### src/rtl/alu_dest_demux.sv
// alu_dest_demux: write-back end of the ALU datapath.
// Holds a three-entry evaluation stack (Zero/One/Two) and an operand register
// (Three). The ALU result is routed by i_alu_dst. Push and pop shift the stack.
// Depth tracks stack occupancy and saturates at 0 and 3. Sticky flags record
// overflow and underflow. All outputs come straight from registers, so a
// write is visible only after the clock edge that performs it.
module alu_dest_demux #(
  parameter int unsigned WIDTH   = 16,
  parameter logic [WIDTH-1:0] RST_VAL = '0
) (
  input  logic             i_clk,
  input  logic             i_reset,
  input  logic             i_write_en,
  input  logic [1:0]       i_alu_dst,
  input  logic             i_push,
  input  logic             i_pop,
  input  logic             i_clear_flags,
  input  logic [WIDTH-1:0] i_result,
  output logic [WIDTH-1:0] o_zero,
  output logic [WIDTH-1:0] o_one,
  output logic [WIDTH-1:0] o_two,
  output logic [WIDTH-1:0] o_three,
  output logic [1:0]       o_depth,
  output logic             o_overflow,
  output logic             o_underflow
);

  localparam logic [1:0] DstA       = 2'b00;
  localparam logic [1:0] DstB       = 2'b01;
  localparam logic [1:0] DstC       = 2'b10;
  localparam logic [1:0] DstOperand = 2'b11;
  localparam logic [1:0] DepthMax   = 2'd3;
  localparam logic [1:0] DepthMin   = 2'd0;

  // Operation decoded for the current cycle.
  typedef enum logic [2:0] {
    OpIdle,
    OpWrite,
    OpPush,
    OpPop,
    OpPopWrite,
    OpReplace
  } op_e;

  logic [WIDTH-1:0] r_zero;
  logic [WIDTH-1:0] r_one;
  logic [WIDTH-1:0] r_two;
  logic [WIDTH-1:0] r_three;
  logic [1:0]       r_depth;
  logic             r_overflow;
  logic             r_underflow;

  logic [WIDTH-1:0] w_zero_next;
  logic [WIDTH-1:0] w_one_next;
  logic [WIDTH-1:0] w_two_next;
  logic [WIDTH-1:0] w_three_next;
  logic [1:0]       w_depth_next;
  logic             w_overflow_next;
  logic             w_underflow_next;

  logic             w_eff_push;
  logic             w_set_overflow;
  logic             w_set_underflow;
  op_e              w_op;

  // Push only counts when it actually writes the top of stack.
  assign w_eff_push = i_push & i_write_en & (i_alu_dst == DstA);

  // Decode the effective operation for this edge.
  always_comb begin
    w_op = OpIdle;
    if (w_eff_push && i_pop) begin
      w_op = OpReplace;
    end else if (w_eff_push) begin
      w_op = OpPush;
    end else if (i_pop && i_write_en) begin
      w_op = OpPopWrite;
    end else if (i_pop) begin
      w_op = OpPop;
    end else if (i_write_en) begin
      w_op = OpWrite;
    end
  end

  // Stack and operand register next state.
  always_comb begin
    w_zero_next  = r_zero;
    w_one_next   = r_one;
    w_two_next   = r_two;
    w_three_next = r_three;
    unique case (w_op)
      OpPush: begin
        // Old C falls off the bottom when the stack is already full.
        w_two_next  = r_one;
        w_one_next  = r_zero;
        w_zero_next = i_result;
      end
      OpPop: begin
        w_zero_next = r_one;
        w_one_next  = r_two;
      end
      OpPopWrite: begin
        // Shift first, then the addressed register takes the result.
        w_zero_next = r_one;
        w_one_next  = r_two;
        unique case (i_alu_dst)
          DstA:       w_zero_next  = i_result;
          DstB:       w_one_next   = i_result;
          DstC:       w_two_next   = i_result;
          DstOperand: w_three_next = i_result;
          default:    ;
        endcase
      end
      OpReplace: begin
        w_zero_next = i_result;
      end
      OpWrite: begin
        unique case (i_alu_dst)
          DstA:       w_zero_next  = i_result;
          DstB:       w_one_next   = i_result;
          DstC:       w_two_next   = i_result;
          DstOperand: w_three_next = i_result;
          default:    ;
        endcase
      end
      default: ;
    endcase
  end

  // Depth tracking with saturation; a saturating move raises the matching flag.
  always_comb begin
    w_depth_next    = r_depth;
    w_set_overflow  = 1'b0;
    w_set_underflow = 1'b0;
    unique case (w_op)
      OpPush: begin
        if (r_depth == DepthMax) begin
          w_set_overflow = 1'b1;
        end else begin
          w_depth_next = r_depth + 2'd1;
        end
      end
      OpPop, OpPopWrite: begin
        if (r_depth == DepthMin) begin
          w_set_underflow = 1'b1;
        end else begin
          w_depth_next = r_depth - 2'd1;
        end
      end
      default: ;
    endcase
  end

  // Sticky flags: a set in the same cycle as a clear takes priority.
  always_comb begin
    w_overflow_next  = r_overflow;
    w_underflow_next = r_underflow;
    if (i_clear_flags) begin
      w_overflow_next  = 1'b0;
      w_underflow_next = 1'b0;
    end
    if (w_set_overflow) begin
      w_overflow_next = 1'b1;
    end
    if (w_set_underflow) begin
      w_underflow_next = 1'b1;
    end
  end

  // State registers with asynchronous active-high reset.
  always_ff @(posedge i_clk or posedge i_reset) begin
    if (i_reset) begin
      r_zero      <= RST_VAL;
      r_one       <= RST_VAL;
      r_two       <= RST_VAL;
      r_three     <= RST_VAL;
      r_depth     <= DepthMin;
      r_overflow  <= 1'b0;
      r_underflow <= 1'b0;
    end else begin
      r_zero      <= w_zero_next;
      r_one       <= w_one_next;
      r_two       <= w_two_next;
      r_three     <= w_three_next;
      r_depth     <= w_depth_next;
      r_overflow  <= w_overflow_next;
      r_underflow <= w_underflow_next;
    end
  end

  assign o_zero      = r_zero;
  assign o_one       = r_one;
  assign o_two       = r_two;
  assign o_three     = r_three;
  assign o_depth     = r_depth;
  assign o_overflow  = r_overflow;
  assign o_underflow = r_underflow;

endmodule
### config.mk
export PLATFORM = sky130hd
export DESIGN_NAME = alu_dest_demux
export DESIGN_NICKNAME = d
export VERILOG_FILES = /design/src/rtl/alu_dest_demux.sv
export SDC_FILE = /design/constraint.sdc
export NUM_CORES = 1
export LEC_CHECK = 0
export BUFFER_PORTS_ARGS = -buffer_cell sky130_fd_sc_hd__buf_2
export CORE_MARGIN = 10
export CORE_UTILIZATION = 35
export DETAILED_ROUTE_END_ITERATION = 12
export PLACE_DENSITY = 0.6
export SKIP_CTS_REPAIR_TIMING = 1
export SYNTH_ARGS = -nofsm -noshare
export SYNTH_HDL_FRONTEND = slang
export SYNTH_SLANG_ARGS = --single-unit
### constraint.sdc
create_clock -name i_clk -period 2.2 [get_ports i_clk]
set_input_delay 0.11 -clock i_clk [delete_from_list [all_inputs] [get_ports i_clk]]
set_output_delay 0.11 -clock i_clk [all_outputs]
set_load 0.05 [all_outputs]
**After elaboration in Yosys (flattened, before gate mapping)**

Index checks and enable logic that the tools add are counted.

- Eq/ne operators: 14
- Bitwise operators: 2
- Multiplexer cells: 23
- Add/subtract/negate cells: 2
- Reductions and logical operators: 18

Operator list:

| cell | number |
|---|---|
| 16-bit case mux with 4 select lines | 2 |
| 16-bit two-way mux | 5 |
| 16-bit case mux with 2 select lines | 1 |
| 3-bit two-way mux | 3 |
| 1-bit two-way mux | 8 |
| 2-bit AND reduction | 4 |
| 2-bit nonzero test | 4 |
| 4-bit nonzero test | 2 |
| 2-bit equality test, second input constant | 3 |
| 3-bit by 2-bit equality test with 1-bit output, second input constant | 2 |
| 3-bit equality test, second input constant | 2 |
| 2-bit two-way mux | 3 |
| 2-bit != test, second input constant | 3 |
| 2-bit OR reduction | 3 |
| 2-bit logical NOT | 2 |
| 2-bit by 1-bit != test with 1-bit output, second input constant | 2 |
| 2-bit case mux with 2 select lines | 1 |
| 3-bit by 1-bit equality test with 1-bit output, second input constant | 1 |
| 3-bit AND reduction | 1 |
| 2-bit by 1-bit adder with 2-bit output, second input constant | 1 |
| 1-bit bitwise AND | 2 |
| 2-bit by 1-bit equality test with 1-bit output, second input constant | 1 |
| 1-bit logical AND | 2 |
| 2-bit by 1-bit subtractor with 2-bit output, second input constant | 1 |

- Output and inout port bits: 68
- Register bits after elaboration: 68
- Bits of input ports: 24
- Logic and storage cells: 66

**Depth between registers and ports, before layout**

Gate-level depths: netlist of the first run.

- Depth after elaboration: 9
- Mapped depth: 9

**Worst setup path after synthesis of the first run**

OpenSTA, ideal clock, no wires.

- Kind: input port to flip-flop
- Start: input i_write_en
- End: register r_one[4] (netlist: o_one[4])
- Setup slack: 312 ps
- Library setup time: 128 ps
- Arrival time: 1760 ps
- Stages on the path: 9
- Path through: inv_1 ha_1 nand2b_1 a211o_1 and3_4 buf_6 buf_6 a221oi_2 o31ai_2

- Longest elaborated chain between the ends: 8

Ends and longest elaborated chain:

| element | RTL line | source |
|---|---|---|
| start: declaration | 13 | `input logic i_write_en,` |
| 1-bit two-way mux | 80 | `end else if (i_write_en) begin` |
| 2-bit two-way mux | 78 | `end else if (i_pop) begin` |
| 3-bit two-way mux | 76 | `end else if (i_pop && i_write_en) begin` |
| 3-bit two-way mux | 74 | `end else if (w_eff_push) begin` |
| 3-bit two-way mux * | 72 | `if (w_eff_push && i_pop) begin` |
| 3-bit by 1-bit equality test with 1-bit output (tied with other cells) | 91 | `unique case (w_op)` |
| 2-bit by 1-bit != test with 1-bit output (no source line) / 4-bit nonzero test (equally long branches) | n/a |  |
| 2-bit AND reduction (no source line) | n/a |  |
| end signal: assignment | 182 | `r_one <= w_one_next;` |
| end: declaration | 46 | `logic [WIDTH-1:0] r_one;` |

Mark *: on every way between the ends. The rest lies on a longest branch, timed or not.
A chain may end at the register's enable or synchronous reset.

**Final worst setup path of the first run**

- Start: input i_pop
- End: register r_one[8] (netlist: o_one[8])

- Longest elaborated chain between the ends: 7

Ends and longest elaborated chain:

| element | RTL line | source |
|---|---|---|
| start: declaration | 16 | `input logic i_pop,` |
| 2-bit two-way mux / 1-bit logical AND (equally long branches) | 78, 76 |  |
| 3-bit two-way mux | 76 |  |
| 3-bit two-way mux | 74 |  |
| 3-bit two-way mux * | 72 |  |
| 3-bit by 1-bit equality test with 1-bit output (tied with other cells) | 91 |  |
| 2-bit by 1-bit != test with 1-bit output (no source line) / 4-bit nonzero test (equally long branches) | n/a |  |
| 2-bit AND reduction (no source line) | n/a |  |

Marks and branches as above.

==> results.md, run 1 <==
- Finish-stage setup viols: 0
- Root buf cell: clkbuf_8
- Period utilisation layout: 89.50%
- Total CTS buffers: 9
- Maximum vdd drop: 0.5934 mV
- Clock Tree Buf Depth: 2
- CP bufs+invs: 2
- Final ANT Viol Nets: 0
- Final setup margin: 0.2310 ns
- Initial Utilization: 35.90%
- FMAX: 0.5079 GHz
- Clk slew on worst S/H paths: 0.08 ns
- Share of cells above drive strength 1: 38.17%
- RSZ-0062 raised after global routing: no
- Power Density: 1287 mW/mm2
- Total power: 5.929 mW
- Synth Register Bits: 68
- Syn avg cell area: 10.70 um2
- Nets: 472
- Ant. Diodes: 0
- Row count: 37
- Hold WS: 0.04874 ns
- Status: completed
- Placed cell areas: 0.004352 mm2
- Worst slew margin: 36.12%
- Final TNS setup: 0 ns
- Nets in the synthesized netlist: 374
- Pleak: 2.269 nW
- Worst Setup Start Kind: input port
- Arrival time of the worst setup path: 2.22 ns
- Crit-path cells: buf_2 > inv_1 > ha_1 > nand2b_1 > o221ai_2 > a22o_1 > a221oi_2 > o31ai_2
- H-tree depth: 3
- Crit path max fanout: 16
- Clk_lat worst skew: 0.34 ns
- Post-synth EDFFs: 0
- Routed length per placed instance: 18.38 um
- Final Skew: 0.008534 ns
- Initial antenna violation count: 0
- Final Critical Period: 1.969 ns
- Hold WC Path Type: input port to flop
- Hold Fails Final Rpt: 0
- Post-Layout Cell Count: 584
- Post-synth top flop: dfrtp_1
- Slowest CP cell: o221ai_2
- Synthesized area: 0.003690 mm2
- Clk sinks: 68
- Crit path kind: input port to flop
- Post-synth ARST share: 100.0%
- Vias per inst: 5.176
- P&R area growth vs syn: 24.89%
- First-pass GRT wire length: 17,140 um
- Max Cap Viol: 0
- Vias in the first global route: 3,294
- Dpl hpwl: 7659 um
- Core ar.: 0.01028 mm2
- Place WS: -0.1154 ns
- Crit path max-delay family: compound AO/OA/AOI/OAI gates
- Via count: 3,023
- Cell area after layout: 0.004608 mm2
- Total gr overflow: 0
- Iteration-0 DRC Markers: 175
- Seq/Total Area, Yosys: 46.12%
- CP peak stage delay: 0.78 ns
- Final Core Density: 44.84%
- Worst EP required: 2.45 ns
- CTS tree: done
- Die area: 0.01505 mm2
- Crit. End Element: flop
- Max-slew violation count: 0
- Yosys warns: 0
- Post-Place Cells: 566
- I/O Pins: 92
- Total GRT Usage: 14.41%
- First drt pass iteration count: 4
- Mapped Cells: 345
- Final wirelength: 10,730 um
- Die Width: 122.7 um
- Slew @ Worst Pin: 0.9582 ns
- DRC violation count after routing: 0
- Buffers added on ports: 91
- Yosys cell types: 39
- GP Congestion: 0.7645
- Pin count of the biggest net entering global routing: 44
- Die height: 122.7 um
-- metal layers --
| metal | part of all wire (%) | track usage (%) |
|---|---|---|
| met5 | 0 | 0 |
| met4 | 1.3 | 5.007 |
| met3 | 7.1 | 4.500 |
| met2 | 50 | 24.83 |
| met1 | 41 | 16.51 |
-- synth_stat cells, types with 3 or more instances --
library cell | count | share of area [%]
nor2_1 | 37 | 3.8
nand2b_1 | 3 | 0.51
a31oi_1 | 3 | 0.51
a21oi_2 | 3 | 0.71
nand3_1 | 4 | 0.54
buf_6 | 5 | 1.5
mux2i_1 | 32 | 8.7
o21ai_0 | 10 | 1.4
nand2_1 | 33 | 3.4
clkbuf_1 | 9 | 0.92
a22o_1 | 16 | 3.8
ha_1 | 5 | 1.7
buf_2 | 8 | 1.1
mux2_2 | 16 | 4.9
a221oi_1 | 7 | 1.7
a221oi_2 | 10 | 4.1
dfrtp_1 | 68 | 46
a21oi_1 | 18 | 2.4
inv_1 | 11 | 1.1
o31ai_1 | 7 | 1.4
o21ai_1 | 10 | 1.4
o31ai_2 | 10 | 3.4
-- cells by family after synthesis --
logic type	Yosys count	share of synthesized area, %
compound gates	103	23.03
simple gates	85	10.44
flops	68	46.12
buf+inv	36	5.154
fa+ha+maj	5	1.695
mux	48	13.56
-- final timing paths --
check / slack, ns / end / from / cells past startpoint
setup reg to reg: 1.01 / o_one[13] / o_two[13] / 3
hold reg to reg: 0.51 / o_three[6] / o_three[6] / 1
hold / removal: 0.05 / o_three[6] / i_result[6] / 2
setup / recovery: 0.23 / o_one[8] / i_pop / 8
max in group asynchronous: 1.18 / o_three[8] / i_reset / 4
min in group asynchronous: 0.39 / o_zero[14] / i_reset / 3
-- flip-flops by register name, indices dropped and copies added, names as in the netlist --
register,cells
o_three,16
o_depth,2
o_one,16
o_zero,16
o_underflow,1
o_two,16
o_overflow,1
-- area by class of cell --
| type | count | area, um2 |
|---|---|---|
| multi-input combinational | 241 | 1815 |
| tap | 136 | 170.2 |
| inverter | 11 | 41.29 |
| fill | 992 | 5669 |
| clock inverter | 3 | 67.56 |
| sequential | 68 | 1702 |
| timing repair buffer | 112 | 643.1 |
| clock buffer | 13 | 168.9 |
-- cell usage in the layout (no fill, tap or decap), types with 2 or more instances in the layout --
master	instances
a21oi_1	18
a21oi_2	3
a221oi_1	7
a221oi_2	10
a22o_1	16
a31oi_1	2
and2_1	2
buf_12	2
buf_2	91
buf_4	17
bufinv_16	2
clkbuf_8	12
dfrtp_1	68
dlygate4sd3_1	2
ha_1	5
inv_1	10
mux2_2	16
mux2i_1	32
nand2_1	33
nand2b_1	3
nand3_1	4
nor2_1	36
o21ai_0	10
o21ai_1	10
o31ai_1	7
o31ai_2	10
o32ai_1	2
-- where the power goes --
| group | switching (mW) | internal (mW) |
|---|---|---|
| Combinational | 2.03 | 0.717 |
| Sequential | 0.348 | 1.62 |
| Clock | 0.486 | 0.732 |
(Power assumes the default switching activity.)
==> inputs of run 2 (changes only) <==
--- a/config.mk
+++ b/config.mk
@@ -7,9 +7,10 @@
 export LEC_CHECK = 0
 export BUFFER_PORTS_ARGS = -buffer_cell sky130_fd_sc_hd__buf_2
 export CORE_MARGIN = 10
-export CORE_UTILIZATION = 35
+export CORE_UTILIZATION = 53
 export DETAILED_ROUTE_END_ITERATION = 12
-export PLACE_DENSITY = 0.6
+export MAX_ROUTING_LAYER = met4
+export PLACE_DENSITY = 0.84
 export SKIP_CTS_REPAIR_TIMING = 1
 export SYNTH_ARGS = -nofsm -noshare
 export SYNTH_HDL_FRONTEND = slang
==> run 2 against run 1 <==
Net effect:
- critical endpoint is now o_two[9]
- hold slack lost 0.0067 ns
- largest cell class unchanged
- combinational power about the same
- largest power group unchanged
- clock-buffer cell count stayed put
==> results.md, run 2 (same netlist as run 1, synthesis figures left out) <==
- Place WS: -0.2533 ns
- Dpl hpwl: 7102 um
- Clock Tree Buf Depth: 2
- Placed cell areas: 0.004259 mm2
- DRC violation count after routing: 0
- I/O Pins: 92
- Sw Share: 50.26%
- Initial Utilization: 54.31%
- RSZ-0062 raised after global routing: no
- Commonest non-fill, non-tap cell in the layout: buf_2
- Arrival time of the worst setup path: 2.11 ns
- Core ar.: 0.006794 mm2
- Pint: 2.830 mW
- Flop pwr share: 34.7%
- Hold Fails Final Rpt: 0
- P&R area growth vs syn: 21.74%
- Crit path kind: input port to flop
- Maximum vdd drop: 0.7936 mV
- Power Density: 1267 mW/mm2
- Final Critical Period: 1.922 ns
- Worst slew margin: 43.75%
- Clock Power Share: 17.1%
- Iteration-0 DRC Markers: 143
- Routed length per placed instance: 18.52 um
- Hold WC Path Type: input port to flop
- Die Width: 103.4 um
- Total CTS buffers: 9
- Worst EP required: 2.39 ns
- Worst Setup Start Kind: input port
- Root buf cell: clkbuf_8
- GP Congestion: 0.8320
- First drt pass iteration count: 4
- Comb pwr share: 48.3%
- Final wirelength: 10,020 um
- Nets: 468
- Die height: 103.4 um
- Pin count of the biggest net entering global routing: 41
- Status: completed
- Post-Place Cells: 522
- Crit. End Element: flop
- Vias in the first global route: 3,199
- Pleak: 2.223 nW
- Total GRT Usage: 19.53%
- Cell area after layout: 0.004492 mm2
- Slew @ Worst Pin: 0.8437 ns
- Final setup margin: 0.2776 ns
- Final TNS setup: 0 ns
- Most frequent cells in the layout: buf_2, dfrtp_1, nor2_1
- Final Skew: 0.006421 ns
- CTS tree: done
- Finish-stage setup viols: 0
- Total gr overflow: 0
- R2R setup slack: 1.00 ns
- Final ANT Viol Nets: 0
- Die area: 0.01070 mm2
- Buffers added on ports: 91
- Row count: 30
- Share of cells above drive strength 1: 37.84%
- Period utilisation layout: 87.38%
- H-tree depth: 3
- Initial antenna violation count: 1
- NetSw: 2.860 mW
- FMAX: 0.5202 GHz
- Post-Layout Cell Count: 541
- Crit path max fanout: 32
- First-pass GRT wire length: 15,810 um
- Clk_lat worst skew: 0.35 ns
- Clk slew on worst S/H paths: 0.07 ns
- Via count: 3,099
- Max-slew violation count: 0
- Max Cap Viol: 0
- Clk sinks: 68
- Vias per inst: 5.728
run 2: cell count changes in the layout (fill, tap and decap cells not counted):
cell,before,now
a21oi_2,3,2
a21oi_4,0,1
buf_12,2,1
buf_4,17,14
bufinv_16,2,0
clkinv_2,0,1
clkinvlp_4,1,2
diode_2,0,1
nand2b_1,3,2
nand2b_2,0,1
o221ai_2,1,0
o221ai_4,0,1
run 2: final timing paths:
| kind | startpoint | end | cells past startpoint |
|---|---|---|---|
| max | i_write_en | o_two[9] | 7 |
| min reg2reg | o_three[8] | o_three[8] | 1 |
| max in group asynchronous | i_reset | o_two[7] | 4 |
| min | i_result[13] | o_three[13] | 2 |
| min in group asynchronous | i_reset | o_one[9] | 3 |
| max reg2reg | o_two[0] | o_one[0] | 3 |
run 2: final cells by class:
| type | count | area, um2 |
|---|---|---|
| Antenna cell | 1 | 2.502 |
| Clock buffer | 13 | 168.9 |
| Clock inverter | 3 | 20.02 |
| Fill cell | 531 | 2302 |
| Inverter | 11 | 41.29 |
| Multi-Input combinational cell | 241 | 1837 |
| Sequential cell | 68 | 1702 |
| Tap cell | 96 | 120.1 |
| Timing Repair Buffer | 108 | 600.6 |
run 2: routing by layer:
metal / part of all wire [%] / global-route usage (%) / vias to the layer above
met5: 0 / - / -
met2: 50 / 32.85 / 110
met1: 41 / 21.87 / 1522
met4: 1.7 / 7.914 / 0
met3: 7.2 / 4.784 / 15
li1: - / - / 1452
run 2: stage by stage:
step / utilization, % / hold slack, ns / power, mW
finish: 66.11 / 0.04202 / 5.690
global route: 66.11 / 0.04103 / 5.950
CTS: 65.47 / -0.1452 / 5.708
detailed placement: 62.69 / 0.2312 / 4.732
global placement: 62.69 / 0.2328 / 4.656
floorplan: - / 0.2064 / 4.021
run 2: worst max-delay path: stages:
cell and delay (ns):
buf_2 0.16, inv_1 0.09, ha_1 0.36, nand2b_2 0.27
a21oi_1 0.16, a31oi_4 0.72, o21ai_0 0.22
run 2: power groups by stage:
stage / clock (mW) / sequential [mW] / combinational (mW)
2_1_floorplan: 0 / 3.24 / 0.780
3_3_place_gp: 0 / 1.95 / 2.70
3_5_place_dp: 0 / 1.98 / 2.75
4_1_cts: 0.991 / 1.96 / 2.76
5_1_grt: 1.04 / 2.02 / 2.89
6_report: 0.973 / 1.97 / 2.75
==> inputs of run 3 (changes only) <==
--- a/config.mk
+++ b/config.mk
@@ -9,6 +9,7 @@
 export CORE_MARGIN = 10
 export CORE_UTILIZATION = 53
 export DETAILED_ROUTE_END_ITERATION = 12
+export HOLD_SLACK_MARGIN = 0.06
 export MAX_ROUTING_LAYER = met4
 export PLACE_DENSITY = 0.84
 export SKIP_CTS_REPAIR_TIMING = 1
==> run 3 against run 2 <==
Net effect:
- combinational power about the same
- clock-buffer cell count unchanged
- setup slack worse by 0.010 ns
- global-route usage unchanged
- clock skew down 0.00082 ns
- non-clock buffer count up 10
- power up 0.34%
- via count up 1.2%
==> results.md, run 3 (same netlist as run 1, synthesis figures left out) <==
- First drt pass iteration count: 4
- Worst slew margin: 42.95%
- Period utilisation layout: 87.84%
- Total CTS buffers: 9
- Core ar.: 0.006794 mm2
- Placed cell areas: 0.004259 mm2
- Total GRT Usage: 19.53%
- Via count: 3,137
- Worst R2R Start: o_two[0]
- Nets: 478
- CP peak stage delay: 0.73 ns
- DR top layer: met4
- Pin count of the biggest net entering global routing: 41
- Dpl hpwl: 7102 um
- Met1 Wirelength: 4214 um
- R2R cell count: 3
- Clk_lat worst skew: 0.35 ns
- Row count: 30
- Cell area after layout: 0.004589 mm2
- Max-slew violation count: 0
- Clk sinks: 68
- Most frequent cells in the layout: buf_2, dfrtp_1, nor2_1
- Finish-stage setup viols: 0
- Initial Utilization: 54.31%
- FMAX: 0.5175 GHz
- Final wirelength: 10,220 um
- Power Density: 1244 mW/mm2
- Max Cap Viol: 0
- GP Congestion: 0.8320
- Maximum vdd drop: 0.7936 mV
- Fillers: 520
- CTS tree: done
- H-tree depth: 3
- Clk slew on worst S/H paths: 0.07 ns
- Slew @ Worst Pin: 0.8558 ns
- DRC violation count after routing: 0
- Crit path max fanout: 32
- Iteration-0 DRC Markers: 162
- RSZ-0062 raised after global routing: no
- Crit path kind: input port to flop
- R2R setup slack: 0.99 ns
- Total gr overflow: 0
- Root buf cell: clkbuf_8
- Commonest non-fill, non-tap cell in the layout: buf_2
- Setup crit end: o_two[9]
- Arrival time of the worst setup path: 2.12 ns
- Post-Layout Cell Count: 550
- Ant. Diodes: 0
- CP startpoint: i_write_en
- Status: completed
- Crit. End Element: flop
- Met3 wire len: 704 um
- Worst Setup Start Kind: input port
- Place WS: -0.2533 ns
- Post-Place Cells: 522
- Hold WC Path Type: input port to flop
- Clock Tree Buf Depth: 2
- Reg-to-reg endpoint: o_one[0]
- Met2 WL post-DR: 5097 um
- Final Critical Period: 1.932 ns
- Initial antenna violation count: 0
- Buffers added on ports: 91
- Final Skew: 0.005601 ns
- I/O Pins: 92
- Share of cells above drive strength 1: 37.00%
- Slowest CP cell: a31oi_4
- Crit-path cells: buf_2 > inv_1 > ha_1 > nand2b_2 > a21oi_1 > a31oi_4 > o21ai_0
- Die height: 103.4 um
- First-pass GRT wire length: 15,810 um
- Die area: 0.01070 mm2
- Pleak: 2.265 nW
- Final ANT Viol Nets: 0
- CP Depth: 7
- Hold Fails Final Rpt: 0
- Routed length per placed instance: 18.58 um
- Final setup margin: 0.2676 ns
- Worst EP required: 2.39 ns
- Vias in the first global route: 3,199
- Crit path max-delay family: compound AO/OA/AOI/OAI gates
- Vias per inst: 5.704
- P&R area growth vs syn: 24.38%
- Die Width: 103.4 um
- CP bufs+invs: 2
run 3: cell count changes in the layout (fill, tap and decap cells not counted), sizes merged:
cell / delta
dlygate4sd3: +10
diode: -1
run 3: metal layers:
metal	vias to the layer above	global-route usage, %
li1	1476	-
met1	1535	21.87
met2	106	32.85
met3	20	4.784
met4	0	7.914
met5	-	-
run 3: final cells by class:
type / instances / area, um2 / area share (%)
Sequential cell: 68 / 1702 / 37.08
Inverter: 11 / 41.29 / 0.8997
Tap cell: 96 / 120.1 / 2.617
Timing Repair Buffer: 118 / 700.7 / 15.27
Multi-Input combinational cell: 241 / 1837 / 40.02
Clock inverter: 3 / 20.02 / 0.4362
Clock buffer: 13 / 168.9 / 3.680
run 3: worst min path at each step:
stage,start,to,slack [ns],cells after the start
after floorplan,i_clear_flags,o_overflow,0.21,1
after global placement,i_reset,o_three[9],0.23,2
after detailed placement,i_reset,o_three[9],0.23,2
after CTS,i_reset,o_one[9],-0.15,2
after global routing,i_result[11],o_three[11],0.06,2
final,i_result[9],o_three[9],0.05,2
run 3: where the power goes:
group	internal [mW]	leakage, nW	switching, mW
registers	1.62	0.832	0.350
clock network	0.500	0.0917	0.478
logic	0.721	1.34	2.04
run 3: worst reg2reg max path, cell delays in order, from the launching register on:
cell      delay [ns]
dfrtp_1         0.41
a22o_1          0.22
a221oi_1        0.31
o31ai_1         0.14
run 3: stage by stage:
stage	setup TNS [ns]	power (mW)	hold WS (ns)	util [%]
after floorplan	0	4.021	0.2064	-
after global placement	-2.020	4.656	0.2328	62.69
after detailed placement	-4.902	4.732	0.2312	62.69
after CTS	0	5.708	-0.1452	65.47
after global routing	0	5.965	0.06029	67.55
final	0	5.709	0.04898	67.55
